## config.mk

```make
export PLATFORM = sky130hd
export DESIGN_NAME = chunked_seq_adder
export DESIGN_NICKNAME = d
export VERILOG_FILES = /design/src/rtl/chunked_seq_adder.sv
export SDC_FILE = /design/constraint.sdc
export NUM_CORES = 1
export LEC_CHECK = 0
export CAP_MARGIN = 10
export CORE_ASPECT_RATIO = 0.75
export CORE_MARGIN = 8
export CORE_UTILIZATION = 53
export CTS_CLUSTER_DIAMETER = 30
export DETAILED_ROUTE_END_ITERATION = 8
export PLACE_DENSITY_LB_ADDON = 0.08
export SYNTH_ARGS = -nofsm -noshare
export SYNTH_HDL_FRONTEND = slang
export SYNTH_SLANG_ARGS = --single-unit
```

## constraint.sdc

```tcl
create_clock -name clk -period 9.8 [get_ports clk]
set_input_delay 0.98 -clock clk [delete_from_list [all_inputs] [get_ports clk]]
set_output_delay 0.98 -clock clk [all_outputs]
set_load 0.03 [all_outputs]
```

## src/rtl/chunked_seq_adder.sv

```systemverilog
// -----------------------------------------------------------------------------
// chunked_seq_adder
//   Multi-cycle add/subtract unit. A WIDTH-bit operation is carried out over
//   NCH = WIDTH/CHUNK clocks through a single CHUNK-bit ripple-carry stage,
//   with the inter-chunk carry held in a register.
//
// Parameters
//   WIDTH  operand/result width (positive multiple of CHUNK)
//   CHUNK  bits processed per clock
//
// Ports
//   clk    in   rising-edge clock
//   rst    in   synchronous active-high reset
//   start  in   request a new operation (sampled only while idle)
//   x, y   in   operands, captured on an accepted start
//   cin    in   carry-in (add) / borrow modifier (sub), captured on start
//   sub    in   0 = add, 1 = subtract, captured on start
//   busy   out  high while an operation is in progress
//   done   out  one-cycle pulse when s/co/ovf are valid
//   s      out  result (lower chunks fill progressively while busy)
//   co     out  carry out of bit WIDTH-1 (for subtract: 1 = no borrow)
//   ovf    out  two's-complement signed overflow
// -----------------------------------------------------------------------------
module chunked_seq_adder #(
  parameter int WIDTH = 16,
  parameter int CHUNK = 4
) (
  input  logic             clk,
  input  logic             rst,
  input  logic             start,
  input  logic [WIDTH-1:0] x,
  input  logic [WIDTH-1:0] y,
  input  logic             cin,
  input  logic             sub,
  output logic             busy,
  output logic             done,
  output logic [WIDTH-1:0] s,
  output logic             co,
  output logic             ovf
);

  localparam int NCH = WIDTH / CHUNK;
  // Keep the chunk index at least one bit wide so CHUNK == WIDTH still works.
  localparam int KW  = (NCH > 1) ? $clog2(NCH) : 1;
  localparam logic [KW-1:0] K_LAST = KW'(NCH - 1);

  typedef enum logic {IDLE, RUN} state_t;

  state_t           state_q, state_d;
  logic [WIDTH-1:0] a_q, a_d;
  logic [WIDTH-1:0] b_q, b_d;       // already inverted when subtracting
  logic             carry_q, carry_d;
  logic [KW-1:0]    k_q, k_d;
  logic [WIDTH-1:0] s_q, s_d;
  logic             co_q, co_d;
  logic             ovf_q, ovf_d;
  logic             done_q, done_d;

  logic             accept;
  logic [CHUNK-1:0] a_ch [NCH];
  logic [CHUNK-1:0] b_ch [NCH];
  logic [CHUNK-1:0] a_cur, b_cur;
  logic [CHUNK-1:0] sum_ch;
  logic [CHUNK:0]   rc;

  assign accept = (state_q == IDLE) && start;

  // Split the captured operands into chunks; the chunk index picks one.
  for (genvar gi = 0; gi < NCH; gi++) begin : g_slice
    assign a_ch[gi] = a_q[gi*CHUNK +: CHUNK];
    assign b_ch[gi] = b_q[gi*CHUNK +: CHUNK];
  end

  assign a_cur = a_ch[k_q];
  assign b_cur = b_ch[k_q];

  // The single CHUNK-bit ripple-carry stage shared by all chunk cycles.
  assign rc[0] = carry_q;
  for (genvar gi = 0; gi < CHUNK; gi++) begin : g_ripple
    assign sum_ch[gi] = a_cur[gi] ^ b_cur[gi] ^ rc[gi];
    assign rc[gi+1]   = (a_cur[gi] & b_cur[gi]) | (rc[gi] & (a_cur[gi] ^ b_cur[gi]));
  end

  // Result chunks: cleared on acceptance, written when their turn comes,
  // otherwise held.
  for (genvar gi = 0; gi < NCH; gi++) begin : g_result
    assign s_d[gi*CHUNK +: CHUNK] =
      accept                                   ? '0     :
      ((state_q == RUN) && (k_q == KW'(gi)))   ? sum_ch :
                                                 s_q[gi*CHUNK +: CHUNK];
  end

  always_comb begin
    state_d = state_q;
    a_d     = a_q;
    b_d     = b_q;
    carry_d = carry_q;
    k_d     = k_q;
    co_d    = co_q;
    ovf_d   = ovf_q;
    done_d  = 1'b0;
    case (state_q)
      IDLE: begin
        if (start) begin
          // Subtraction is x + ~y + 1; cin flips that final +1 into a borrow.
          a_d     = x;
          b_d     = y ^ {WIDTH{sub}};
          carry_d = cin ^ sub;
          k_d     = '0;
          state_d = RUN;
        end
      end
      RUN: begin
        carry_d = rc[CHUNK];
        k_d     = k_q + 1'b1;
        if (k_q == K_LAST) begin
          // sum_ch[CHUNK-1] is the result MSB on the final chunk.
          state_d = IDLE;
          k_d     = '0;
          co_d    = rc[CHUNK];
          ovf_d   = (a_q[WIDTH-1] == b_q[WIDTH-1]) && (sum_ch[CHUNK-1] != a_q[WIDTH-1]);
          done_d  = 1'b1;
        end
      end
      default: state_d = IDLE;
    endcase
  end

  always_ff @(posedge clk) begin
    if (rst) begin
      state_q <= IDLE;
      a_q     <= '0;
      b_q     <= '0;
      carry_q <= 1'b0;
      k_q     <= '0;
      s_q     <= '0;
      co_q    <= 1'b0;
      ovf_q   <= 1'b0;
      done_q  <= 1'b0;
    end else begin
      state_q <= state_d;
      a_q     <= a_d;
      b_q     <= b_d;
      carry_q <= carry_d;
      k_q     <= k_d;
      s_q     <= s_d;
      co_q    <= co_d;
      ovf_q   <= ovf_d;
      done_q  <= done_d;
    end
  end

  assign busy = (state_q == RUN);
  assign done = done_q;
  assign s    = s_q;
  assign co   = co_q;
  assign ovf  = ovf_q;

endmodule

```

# Word level (Yosys, flattened, before mapping)
# Index checks and enable logic that the tools add are counted.
# totals
regBits	55
elab_cells	70
# op_classes
muxes	15
reduce_logical	11
order_cmp	1
bitwise_logic	24
add_sub_neg	1
n_eq_ne	6
# op_table
op	count
binary-select mux 4 bit (select 2 bit)	2
two-way mux 4 bit	4
bitwise XOR 16 bit	1
bitwise XOR 1 bit	9
AND 1 bit	8
logical AND 1 bit	6
equality test 2 bit (second input constant)	2
two-way mux 1 bit	4
two-way mux 2 bit	2
bitwise OR 1 bit	4
one-hot mux 1 bit (2 select lines)	2
one-hot mux 2 bit (2 select lines)	1
AND reduction 2 bit	2
OR reduction 2 bit	2
greater-or-equal comparator 3 bit (second input constant)	1
inverter 2 -> 3 bit	1
adder 2 x 1 -> 2 bit (second input constant)	1
equality test 2 x 1 -> 1 bit (second input constant)	1
zero test 2 bit	1
!= test 2 bit (second input constant)	1
equality test 1 bit	1
!= test 1 bit	1
inverter 1 bit	1

# Depth between registers and ports, before layout
# depth
word_depth	14
mapped_depth	11
mapped_depth_nobuf	10

# Worst setup path before layout
# OpenSTA, ideal clock, no wires.
# synth_timing
kind	reg2reg
startpoint	reg k_q[0]
endpoint	reg ovf_q, in the netlist ovf
setup_ps	91
t_arrival_ps	3184
setup_slack_ps	6525
stages_incl_launch_ff	12
path_buffers	1
required_ps	9709
period_less_slack_ps	3275
path_cell_list	dfxtp_1 > buf_4 > mux4_2 > fa_1 > inv_1 > fa_1 > inv_1 > fa_1 > inv_1 > fa_1 > or3_1 > a311oi_1
# synth_via
elab_chain_cells	14
word_cells_on_any_way	25
cone_classes	2 x eq/ne; 6 x mux; 15 x bitwise; 2 x reduce/logical
# synth_lines
element	line_no	rtl
from (decl)	53	logic [KW-1:0] k_q, k_d;
from (signal assigned)	145	k_q <= k_d;
inverter 2 -> 3 bit (not written as such)	74, 75	
binary-select mux 4 bit (select 2 bit), on equally long branches	74, 75	
two-way mux 4 bit, on equally long branches (2 in a row)	74, 75	
bitwise XOR 1 bit	81	assign rc[gi+1] = (a_cur[gi] & b_cur[gi]) | (rc[gi] & (a_cur[gi] ^ b_cur[gi]));
AND 1 bit	81	
bitwise OR 1 bit	81	
AND 1 bit	81	
bitwise OR 1 bit	81	
AND 1 bit	81	
bitwise OR 1 bit	81	
bitwise XOR 1 bit	80	assign sum_ch[gi] = a_cur[gi] ^ b_cur[gi] ^ rc[gi];
!= test 1 bit	121	ovf_d = (a_q[WIDTH-1] == b_q[WIDTH-1]) && (sum_ch[CHUNK-1] != a_q[WIDTH-1]);
logical AND 1 bit	121	
to (signal assigned)	148	ovf_q <= ovf_d;
to (decl)	56	logic ovf_q, ovf_d;
# Several ways; a longest one is shown, not always the timed one. The select of a mux whose other input is x is not followed.
# A chain may end at the register's enable or synchronous reset.

# Worst setup path in the final report
# Ends and elaborated chain as after synthesis.

==> impl_metrics.tcl <==
set metrics [dict create \
    drc 0 \
    final_core_util_pct 68.9 \
    skew_ps 6.16 \
    wirelength_um 5300 \
    chipHeight_um 75.4 \
    viasPerCell 5.30 \
    ios 57 \
    final_common_cell "clkdlybuf4s50_1" \
    worst-setup-path-type "flop to flop" \
    power.leakage_uw 0.00106 \
    worstPathBufferInverterCount 3 \
    stdcell_count 366 \
    cts_made_buffers 5 \
    hold-path-cell-count 2 \
    area_growth_pct 24.1 \
    die-area_sq_um 7180 \
    ys_types 24 \
    finalCritPeriodShare_pct 37.7 \
    grt_max_degree 49 \
    p_total_uw 475 \
    worst_pin_slew_ps 933 \
    ant_nets 0 \
    rr_worst_depth 10 \
    ir_drop_mv 0.0957 \
    syn_area_sq_um 2500 \
    yosysSeqAreaShare_pct 44.1 \
    crit_family "adder cells" \
    r2r_end "ovf" \
    timing.rr.start "k_q[0]" \
    dp_hpwl_um 3870 \
    cap_violations 0 \
    drive_gt1_share_pct 5.83 \
    cts_resized 0 \
    end_kind "flop" \
    wl_per_cell_um 14.5 \
    drtIter0Drc 82 \
    multiInputGateArea_sq_um 1210 \
    io_buffer_count 56 \
    slowest_stage "dfxtp_1" \
    syn_area_per_cell_sq_um 9.42 \
    cts.hold.buffers_added 0 \
    cts_tree "done" \
    synth_fp_nets 310 \
    slew_violations 0 \
    cpPeakStageDelay_ps 770 \
    period_needed_ps 3700 \
    place_congestion 0.800 \
    cp_max_fo 13 \
    cp_cell_sequence "mux4_2 > fa_1 > inv_1 > fa_1 > inv_1 > fa_1 > inv_1 > fa_1 > or3_1 > a311oi_1" \
    ys_warn_count 0 \
    overflow 0 \
    grt_pass1_wl_um 9030 \
    holdCritPathClass "flop to flop" \
    first_pass_iters 4 \
    n_antenna_cell 0 \
    synth-seq-cells 55 \
    holdPathEnd "a_q[14]" \
    antenna_found_initial 0 \
    register_area_sq_um 1100 \
    h-tree-depth 2 \
    tns_ps 0 \
    coreArea_sq_um 4490 \
    rsz0062_at_grt "false" \
    layout_common_cells "clkdlybuf4s50_1 (56), dfxtp_1 (55), nand2_1 (46)" \
    syn_inst 265 \
    hold_start "a_q[14]" \
    die_w_um 95.2 \
    vias 1939 \
    relSlewSlack_pct 37.7 \
    finalHoldViolations 0 \
    start_kind "flop" \
    placedCellCount 359 \
    nFillCells 383 \
    fmax_mhz 270 \
    worstPathArrival_ps 3930 \
    path_common_cell "fa_1" \
    cts.sinks 55 \
    finalNetCount 354 \
    finalSetupViolCount 0 \
    pwr_density_cell_nw_per_um2 154 \
    initial_core_util_pct 55.6 \
    post_cts_buffers 0 \
    required_ps 10030 \
    insertion_delay_ps 310 \
    grt_pass1_vias 1910 \
    clkTransAtPathRegs_ps 90 \
    track_usage_pct 16.1 \
    ff2ff_setup_slack_ps 6100 \
    rows 21 \
    status "finished, final reports clean" \
    clockRootBuffer "clkbuf_8" \
    cts_max_path_buffers 2 \
]
-- metrics by stage --
stage / area (sq um) / hold WS (ps) / setup WS, ps
3_3_place_gp: 2990 / 442 / 6220
5_1_grt: 3100 / 487 / 5870
3_5_place_dp: 2990 / 447 / 6110
2_1_floorplan: 2500 / 433 / 6530
4_1_cts: 3100 / 460 / 6070
6_report: 3100 / 460 / 6100
-- cell type report --
class                   instances  share of cell area [%]
multi-input cells             180                    39.2
flip-flops and latches         55                    35.6
repair buffers                 58                    18.6
clock buffers                   6                    2.34
well taps                      57                    2.30
inverters                       9                    1.09
clock inverters                 1                   0.970
-- worst max-delay path by stage --
stage,startpoint,to,slack [ps],cells after the start
3_3_place_gp,k_q[0],ovf,6220,10
6_report,k_q[0],ovf,6100,10
2_1_floorplan,k_q[0],ovf,6530,11
4_1_cts,k_q[0],ovf,6070,10
3_5_place_dp,k_q[0],ovf,6110,10
5_1_grt,k_q[0],ovf,5870,10
-- cells in the mapped netlist (all sizes together) --
cell    number  area (sq um)
mux4         8           180
nand2b       5          31.3
clkbuf       3          11.3
dfxtp       55          1100
a211oi      19           153
a211o        1          8.76
ha           4          50.1
or3          1          6.26
xnor2       17           149
a311oi       7          61.3
fa           4          80.1
nand2       46           173
nor2        24          90.1
inv          9          33.8
buf         18           138
nand3        7          35.0
and2         1          6.26
a21oi       33           165
o22a         1          8.76
and2b        1          7.51
nor3b        1          7.51
-- power breakdown --
part	switching [uW]	total (uW)	internal, uW
Combinational	40.2	81.8	41.5
Sequential	11.4	247	236
Clock	71.4	146	75.0
Total	123	475	352
-- flip-flops by register name, summed over array words and instances, names as in the netlist --
signal   flops
a_q         16
b_q         16
busy         1
carry_q      1
co           1
done         1
k_q          2
ovf          1
s           16
-- metal layers --
| metal | global-route usage, % | up-vias | wire, um |
|---|---|---|---|
| li1 | - | 988 | - |
| met1 | 22.2 | 902 | 2620 |
| met2 | 23.1 | 42 | 2290 |
| met3 | 4.63 | 7 | 326 |
| met4 | 6.38 | 0 | 70 |
| met5 | 0 | - | 0 |
-- worst register-to-register path, cell delays in order (launching register included) --
cell	delay (ps)
dfxtp_1	770
mux4_2	620
fa_1	410
inv_1	80
fa_1	160
inv_1	50
fa_1	370
inv_1	80
fa_1	500
or3_1	330
a311oi_1	250
-- cell families (layout without fill, tap and decap cells) --
group                      Yosys count  count (layout)  synth area share [%]
muxes                                8               8                  7.22
DFF                                 55              55                  44.1
buffers and inverters               30              74                  7.32
adders and majority gates            8               8                  5.21
AOI/OAI and AO/OA                   61              61                  15.9
xor gates and xnor gates            17              17                  5.96
and+or+nand+nor                     86              86                  14.3
Power figures use the tool's default switching activity.
